File: src/rtl/alu_ctl_defs.sv
// Shared Hack ALU control words and multiply-sequencer state encoding.
// Reusable by any block that drives the ALU control bits {zx,nx,zy,ny,f,no}.
package alu_ctl_defs;

    localparam logic [5:0] ALU_CTL_ZERO = 6'b101010;
    localparam logic [5:0] ALU_CTL_ADD  = 6'b000010;
    localparam logic [5:0] ALU_CTL_X    = 6'b001100;
    localparam logic [5:0] ALU_CTL_Y    = 6'b110000;

    typedef enum logic [1:0] {
        IDLE = 2'd0,
        ADD  = 2'd1,
        DBL  = 2'd2,
        FIN  = 2'd3
    } seqState_e;

endpackage

File: src/rtl/alu_mult_seq.sv
// Sequential 16x16 shift-and-add multiplier that borrows the external Hack ALU.
// Ports: clk, rst_n (async low), start/a/b request; busy, done, result, ovf status;
//   alu_x/alu_y/alu_ctl drive the ALU, alu_out is its combinational result.
// Build option: define MULT_OVF_EN to get a sticky unsigned-overflow flag on ovf;
//   otherwise ovf is tied low.
import alu_ctl_defs::*;

module alu_mult_seq #(
    parameter int WIDTH = 16
) (
    input  logic             clk,
    input  logic             rst_n,
    input  logic             start,
    input  logic [WIDTH-1:0] a,
    input  logic [WIDTH-1:0] b,
    output logic             busy,
    output logic             done,
    output logic [WIDTH-1:0] result,
    output logic             ovf,
    output logic [WIDTH-1:0] alu_x,
    output logic [WIDTH-1:0] alu_y,
    output logic [5:0]       alu_ctl,
    input  logic [WIDTH-1:0] alu_out
);

    localparam int CNT_W = $clog2(WIDTH);
    localparam logic [CNT_W-1:0] CNT_LAST = CNT_W'(WIDTH - 1);

    seqState_e state;
    seqState_e stateNext;

    logic [WIDTH-1:0] acc;
    logic [WIDTH-1:0] mcand;
    logic [WIDTH-1:0] mplier;
    logic [CNT_W-1:0] cnt;
    logic [WIDTH-1:0] mNext;

    always_ff @(posedge clk or negedge rst_n) begin
        if (!rst_n) begin
            state <= IDLE;
        end else begin
            state <= stateNext;
        end
    end

    always_comb begin
        stateNext = state;
        alu_x     = '0;
        alu_y     = '0;
        alu_ctl   = ALU_CTL_ZERO;
        busy      = 1'b0;
        done      = 1'b0;
        mNext     = mplier >> 1;
        unique case (state)
            IDLE: begin
                if (start) begin
                    if (b == '0) begin
                        stateNext = FIN;
                    end else if (b[0]) begin
                        stateNext = ADD;
                    end else begin
                        stateNext = DBL;
                    end
                end
            end
            ADD: begin
                alu_x     = acc;
                alu_y     = mcand;
                alu_ctl   = ALU_CTL_ADD;
                busy      = 1'b1;
                stateNext = DBL;
            end
            DBL: begin
                // Doubling is x+x through the ALU; no shifter exists there.
                alu_x   = mcand;
                alu_y   = mcand;
                alu_ctl = ALU_CTL_ADD;
                busy    = 1'b1;
                if (mNext == '0 || cnt == CNT_LAST) begin
                    stateNext = FIN;
                end else if (mNext[0]) begin
                    stateNext = ADD;
                end else begin
                    stateNext = DBL;
                end
            end
            FIN: begin
                done      = 1'b1;
                stateNext = IDLE;
            end
        endcase
    end

    always_ff @(posedge clk or negedge rst_n) begin
        if (!rst_n) begin
            acc    <= '0;
            mcand  <= '0;
            mplier <= '0;
            cnt    <= '0;
            result <= '0;
        end else begin
            unique case (state)
                IDLE: begin
                    if (start) begin
                        acc    <= '0;
                        mcand  <= a;
                        mplier <= b;
                        cnt    <= '0;
                    end
                end
                ADD: begin
                    acc <= alu_out;
                end
                DBL: begin
                    mcand  <= alu_out;
                    mplier <= mNext;
                    cnt    <= cnt + 1'b1;
                end
                FIN: begin
                    result <= acc;
                end
            endcase
        end
    end

`ifdef MULT_OVF_EN
    logic ovfSticky;

    // Sticky within one operation; published to ovf together with result.
    always_ff @(posedge clk or negedge rst_n) begin
        if (!rst_n) begin
            ovfSticky <= 1'b0;
            ovf       <= 1'b0;
        end else begin
            unique case (state)
                IDLE: begin
                    if (start) begin
                        ovfSticky <= 1'b0;
                        ovf       <= 1'b0;
                    end
                end
                ADD: begin
                    if (alu_out < acc) begin
                        ovfSticky <= 1'b1;
                    end
                end
                DBL: begin
                    // A lost top bit only matters if more partial sums follow.
                    if (mcand[WIDTH-1] && mNext != '0) begin
                        ovfSticky <= 1'b1;
                    end
                end
                FIN: begin
                    ovf <= ovfSticky;
                end
            endcase
        end
    end
`else
    assign ovf = 1'b0;
`endif

endmodule
File: config.mk
export PLATFORM = sky130hd
export DESIGN_NAME = alu_mult_seq
export DESIGN_NICKNAME = d
export VERILOG_FILES = /design/src/rtl/alu_ctl_defs.sv /design/src/rtl/alu_mult_seq.sv
export SDC_FILE = /design/constraint.sdc
export NUM_CORES = 1
export LEC_CHECK = 0
export ABC_CLOCK_PERIOD_IN_PS = 1740
export CELL_PAD_IN_SITES_DETAIL_PLACEMENT = 2
export CELL_PAD_IN_SITES_GLOBAL_PLACEMENT = 2
export CORE_MARGIN = 3
export CORE_UTILIZATION = 26
export DETAILED_ROUTE_END_ITERATION = 7
export PLACE_DENSITY_LB_ADDON = 0.05
export REMOVE_ABC_BUFFERS = 1
export SYNTH_ARGS = -nofsm -noshare
export SYNTH_HDL_FRONTEND = slang
export SYNTH_SLANG_ARGS = --single-unit
File: constraint.sdc
create_clock -name clk -period 1.74 [get_ports clk]
set_clock_uncertainty 0.05 [all_clocks]
set_input_delay 0.174 -clock clk [delete_from_list [all_inputs] [get_ports clk]]
set_output_delay 0.174 -clock clk [all_outputs]
set_load 0.02 [all_outputs]
# Word-level counts from Yosys, hierarchy flattened
# Index checks and enable logic that the tools add are counted.
# Widths: inputs -> output; s select.
dict set report word_totals {
  out_inout_bits 57
  ff_bits 70
  elab_cells 40
}
dict set report classes {
  n_eq_ne 5
  muxes 19
  n_reduce_logical 9
  addsub 1
}
# operator n
set ops {}
lappend ops {{$pmux 16 s2} 4}
lappend ops {{$mux 16} 4}
lappend ops {{$logic_not 16->1} 2}
lappend ops {{$mux 2} 5}
lappend ops {{$pmux 2 s4} 1}
lappend ops {{$pmux 4 s2} 1}
lappend ops {{$mux 6} 1}
lappend ops {{$add 4x1->4 const B} 1}
lappend ops {{$eq 2x2->1 const B} 2}
lappend ops {{$eq 4x4->1 const B} 1}
lappend ops {{$mux 4} 1}
lappend ops {{$reduce_and 2->1} 2}
lappend ops {{$reduce_bool 2->1} 2}
lappend ops {{$eq 2x1->1 const B} 1}
lappend ops {{$logic_not 2->1} 1}
lappend ops {{$mux 1} 2}
lappend ops {{$ne 2x2->1 const B} 1}
lappend ops {{$reduce_or 2->1} 1}
lappend ops {{$logic_or 1x1->1} 1}

# Depth between registers and ports, before layout
dict set report depth {
  word_depth 4
  mapped_depth 8
  depth_no_buf 6
}

# Worst setup path after synthesis
# No wires, ideal clock.
dict set report synth_path {
  kind {register to output}
  from {register state[0]}
  to {output port alu_x[0]}
  slack_ps -141
  t_arrival_ps 1657
  required_ps 1516
  path_stages_with_launch 7
  path_cell_list {dfrtp_1 > inv_1 > ha_1 > and2_1 > clkbuf_2 > buf_2 > a22o_1}
}
dict set report synth_between {
  elab_chain_cells 2
  elab_cells_between_ends 3
  cone_classes {eq/ne (2); mux (1)}
}
# item line
set synth_lines {}
lappend synth_lines {{from (decl)} alu_mult_seq.sv:29} ;# seqState_e state;
lappend synth_lines {{from (signal assigned)} alu_mult_seq.sv:42} ;# state <= stateNext;
lappend synth_lines {{$eq 2x2->1 / $eq 2x1->1 (equally long branches)} alu_mult_seq.sv:54} ;# unique case (state)
lappend synth_lines {{$pmux 16 s2 *} alu_mult_seq.sv:54}
lappend synth_lines {{to (decl)} alu_mult_seq.sv:20} ;# output logic [WIDTH-1:0] alu_x,
# Every way passes the cells marked *; elsewhere a longest branch is shown, timed or not.

# Worst setup path in the final report
dict set report layout_path {
  from {register state[1]}
  to {output port alu_x[8]}
}
# Same word-level chain as after synthesis.

==> flow_summary.yaml <==
placement:
  port_buffers: 102
  place_ws_ns: -0.409
  dp_hpwl_um: 8330
  place.gp.congestion: 0.708
  place_inst: 611
drt:
  postRouteAntennaNets: 0
  first_pass_iters: 4
  drt_wl_total_um: 12600
  drtIter0Drc: 90
  wire_per_inst_um: 19.8
  viasPerCell: 4.85
  drc: 0
  via_count: 3080
yosys:
  syn-mean-instance-area_um2: 10.7
  synth_edf_count: 0
  yosysTopAreaCellShare_pct: 47.8
  syn_area_um2: 3610
  synth-seq-area-share_pct: 47.8
  ys_types: 32
  async_flop_share_pct: 100
  synthCells: 339
  yosysTopAreaCell: "dfrtp_1"
  synthFlopType: "dfrtp_1"
  synthTopCellsByCount: "dfrtp_1, mux2i_1, o21ai_0"
  synth_most_common_cell: "dfrtp_1"
  synth_area_leaders: "dfrtp_1, mux2i_1, o21ai_0"
  yosys_warnings: 0
  ys_ff_latch: 69
setup_path:
  slowest_delay_ns: 0.39
  critPathKind: "reg -> out"
  critPathCaptureType: "output pin"
  cp_max_fo: 8
  cp.required_ns: 1.52
  path_delay_family: "buffers and inverters"
  cp_slowest_cell: "dfrtp_1"
  crit_path_cell_trace: "buf_4 -> ha_2 -> and2_4 -> clkbuf_16 -> a22o_1 -> buf_6"
  critPathLaunchType: "flip-flop"
  arrival_ns: 1.72
  crit_buf_inv: 3
sta:
  whs_ns: 0.284
  worst_pin_slew_ns: 0.503
  slew_headroom_pct: 66.4
  slew_violations: 0
  setup_tns_ns: -4.89
  max_freq_mhz: 515
  min_period_over_period_pct: 112
  fin_crit_ns: 1.94
  setup_slack_ns: -0.203
  final-hold-violation-count: 0
  setup_viol: 54
  rsz0062_at_grt: "true"
floorplan:
  core_area_um2: 13400
  rows: 42
  ios: 108
  fp.dieH_um: 124
  start_util_pct: 27.0
  die_w_um: 124
  dieArea_um2: 15300
pwr:
  peakVddDrop_mv: 0.625
  power_leakage_nw: 2.30
  power.density_nw_per_um2: 2030
  fin_total_pwr_mw: 10.8
global_route:
  grt_overflow: 0
  grtUsageTotal_pct: 16.8
  grt_pass1_wl_um: 19300
  grt_pass1_vias: 3337
  antenna_found_initial: 0
  grt_max_degree: 31
final_layout:
  fin_nets: 510
  fillers: 1428
  final_cells: 635
  area_growth_pct: 47.2
  drive_above_1_share_pct: 22.7
  antenna_cells: 0
cts:
  numClockSinks: 69
  cts_tree: "yes"
  clk_latency_ns: 0.34
  cts_buffers: 9
  clk_pin_slew_ns: 0.06
  cts.root.buffer_cell: "clkbuf_16"
  cts.path.max_buffers: 2
  htreeDepth: 3
outcome:
  violations: "setup timing"
  status: "complete, but fails checks"
job:
  drv_cap: 0
min_path:
  hold_class: "in -> async"
worst paths after layout:
check / start / endpoint / cells past startpoint / slack, ns
worst max-delay path: state[1]$_DFFE_PN0P_ / alu_x[8] / 6 / -0.20
worst min-delay path: rst_n / result[4]$_DFFE_PN0P_ / 2 / 0.28
worst max register to register: state[1]$_DFFE_PN0P_ / mcand[10]$_DFFE_PN0P_ / 7 / -0.08
worst min register to register: result[4]$_DFFE_PN0P_ / result[4]$_DFFE_PN0P_ / 1 / 0.45
max in group asynchronous: rst_n / acc[7]$_DFFE_PN0P_ / 3 / 0.79
min in group clk: a[3] / mcand[3]$_DFFE_PN0P_ / 3 / 0.42
registers in the layout (all words and copies together), names as in the netlist:
signal  cells
state       2
acc        16
cnt         4
mcand      16
mplier     15
result     16
routing by layer:
metal / vias to the layer above / global-route usage (%) / share of wire (%)
met5: - / 0 / 0
met4: 0 / 4.36 / 1.3
met3: 10 / 4.54 / 5.0
met2: 68 / 28.4 / 49
met1: 1546 / 21.2 / 45
li1: 1456 / - / -
cells by family (layout without fill, tap and decap cells):
group,Yosys count,count (layout),share of synthesized area [%]
AOI/OAI and AO/OA,93,93,16.3
and+or+nand+nor,73,74,10.2
other,2,5,0.208
DFF,69,69,47.8
buffers and inverters,35,151,5.99
adders and majority gates,5,5,1.73
muxes,62,62,17.7
cell type report:
type	instances	area, um^2	area share (%)
Multi-Input combinational cell	239	1730	32.4
Sequential cell	69	1730	32.5
Clock buffer	15	268	5.04
Tap cell	176	220	4.14
Inverter	3	11.3	0.212
Clock inverter	1	5.00	0.0941
Timing Repair Buffer	132	1360	25.6
through the flow:
stage | cell area, um^2 | utilization, %
2_1_floorplan | 3420 | -
3_3_place_gp | 4930 | 36.8
3_5_place_dp | 4930 | 36.8
4_1_cts | 5120 | 38.2
5_1_grt | 5320 | 39.7
6_report | 5320 | 39.7
cell usage in the layout (no fill, tap or decap), types with 2 or more instances in the layout:
cell	count
and2_1	17
ha_1	2
clkdlybuf4s15_2	2
o31ai_1	2
o21ai_1	16
inv_2	2
o21ai_0	35
buf_12	8
nand3_1	3
buf_4	23
a22o_1	17
clkbuf_1	4
nand2b_1	3
nand2_1	35
dfrtp_1	69
nor3_1	2
and2_4	3
mux2_2	16
a22oi_1	16
buf_6	19
conb_1	5
nor4_1	7
buf_2	10
clkdlybuf4s50_1	65
clkbuf_8	3
ha_2	2
mux2i_1	46
clkbuf_16	10
power breakdown:
part           internal, mW  switching (mW)
combinational          2.92            3.22
clock                  1.04           0.681
sequential             2.35           0.564
what timing repair did:
action | in CTS | in global routing
setup buffers | 3 | 2
setup endpoints to repair | 83 | 85
hold buffers | 1 | 0
pin swaps | 0 | 2
cloned | 1 | 2
endpoints found under the hold margin | 16 | 0
resized for setup | 149 | 53
Note: power is estimated with default switching activity, not from simulation.
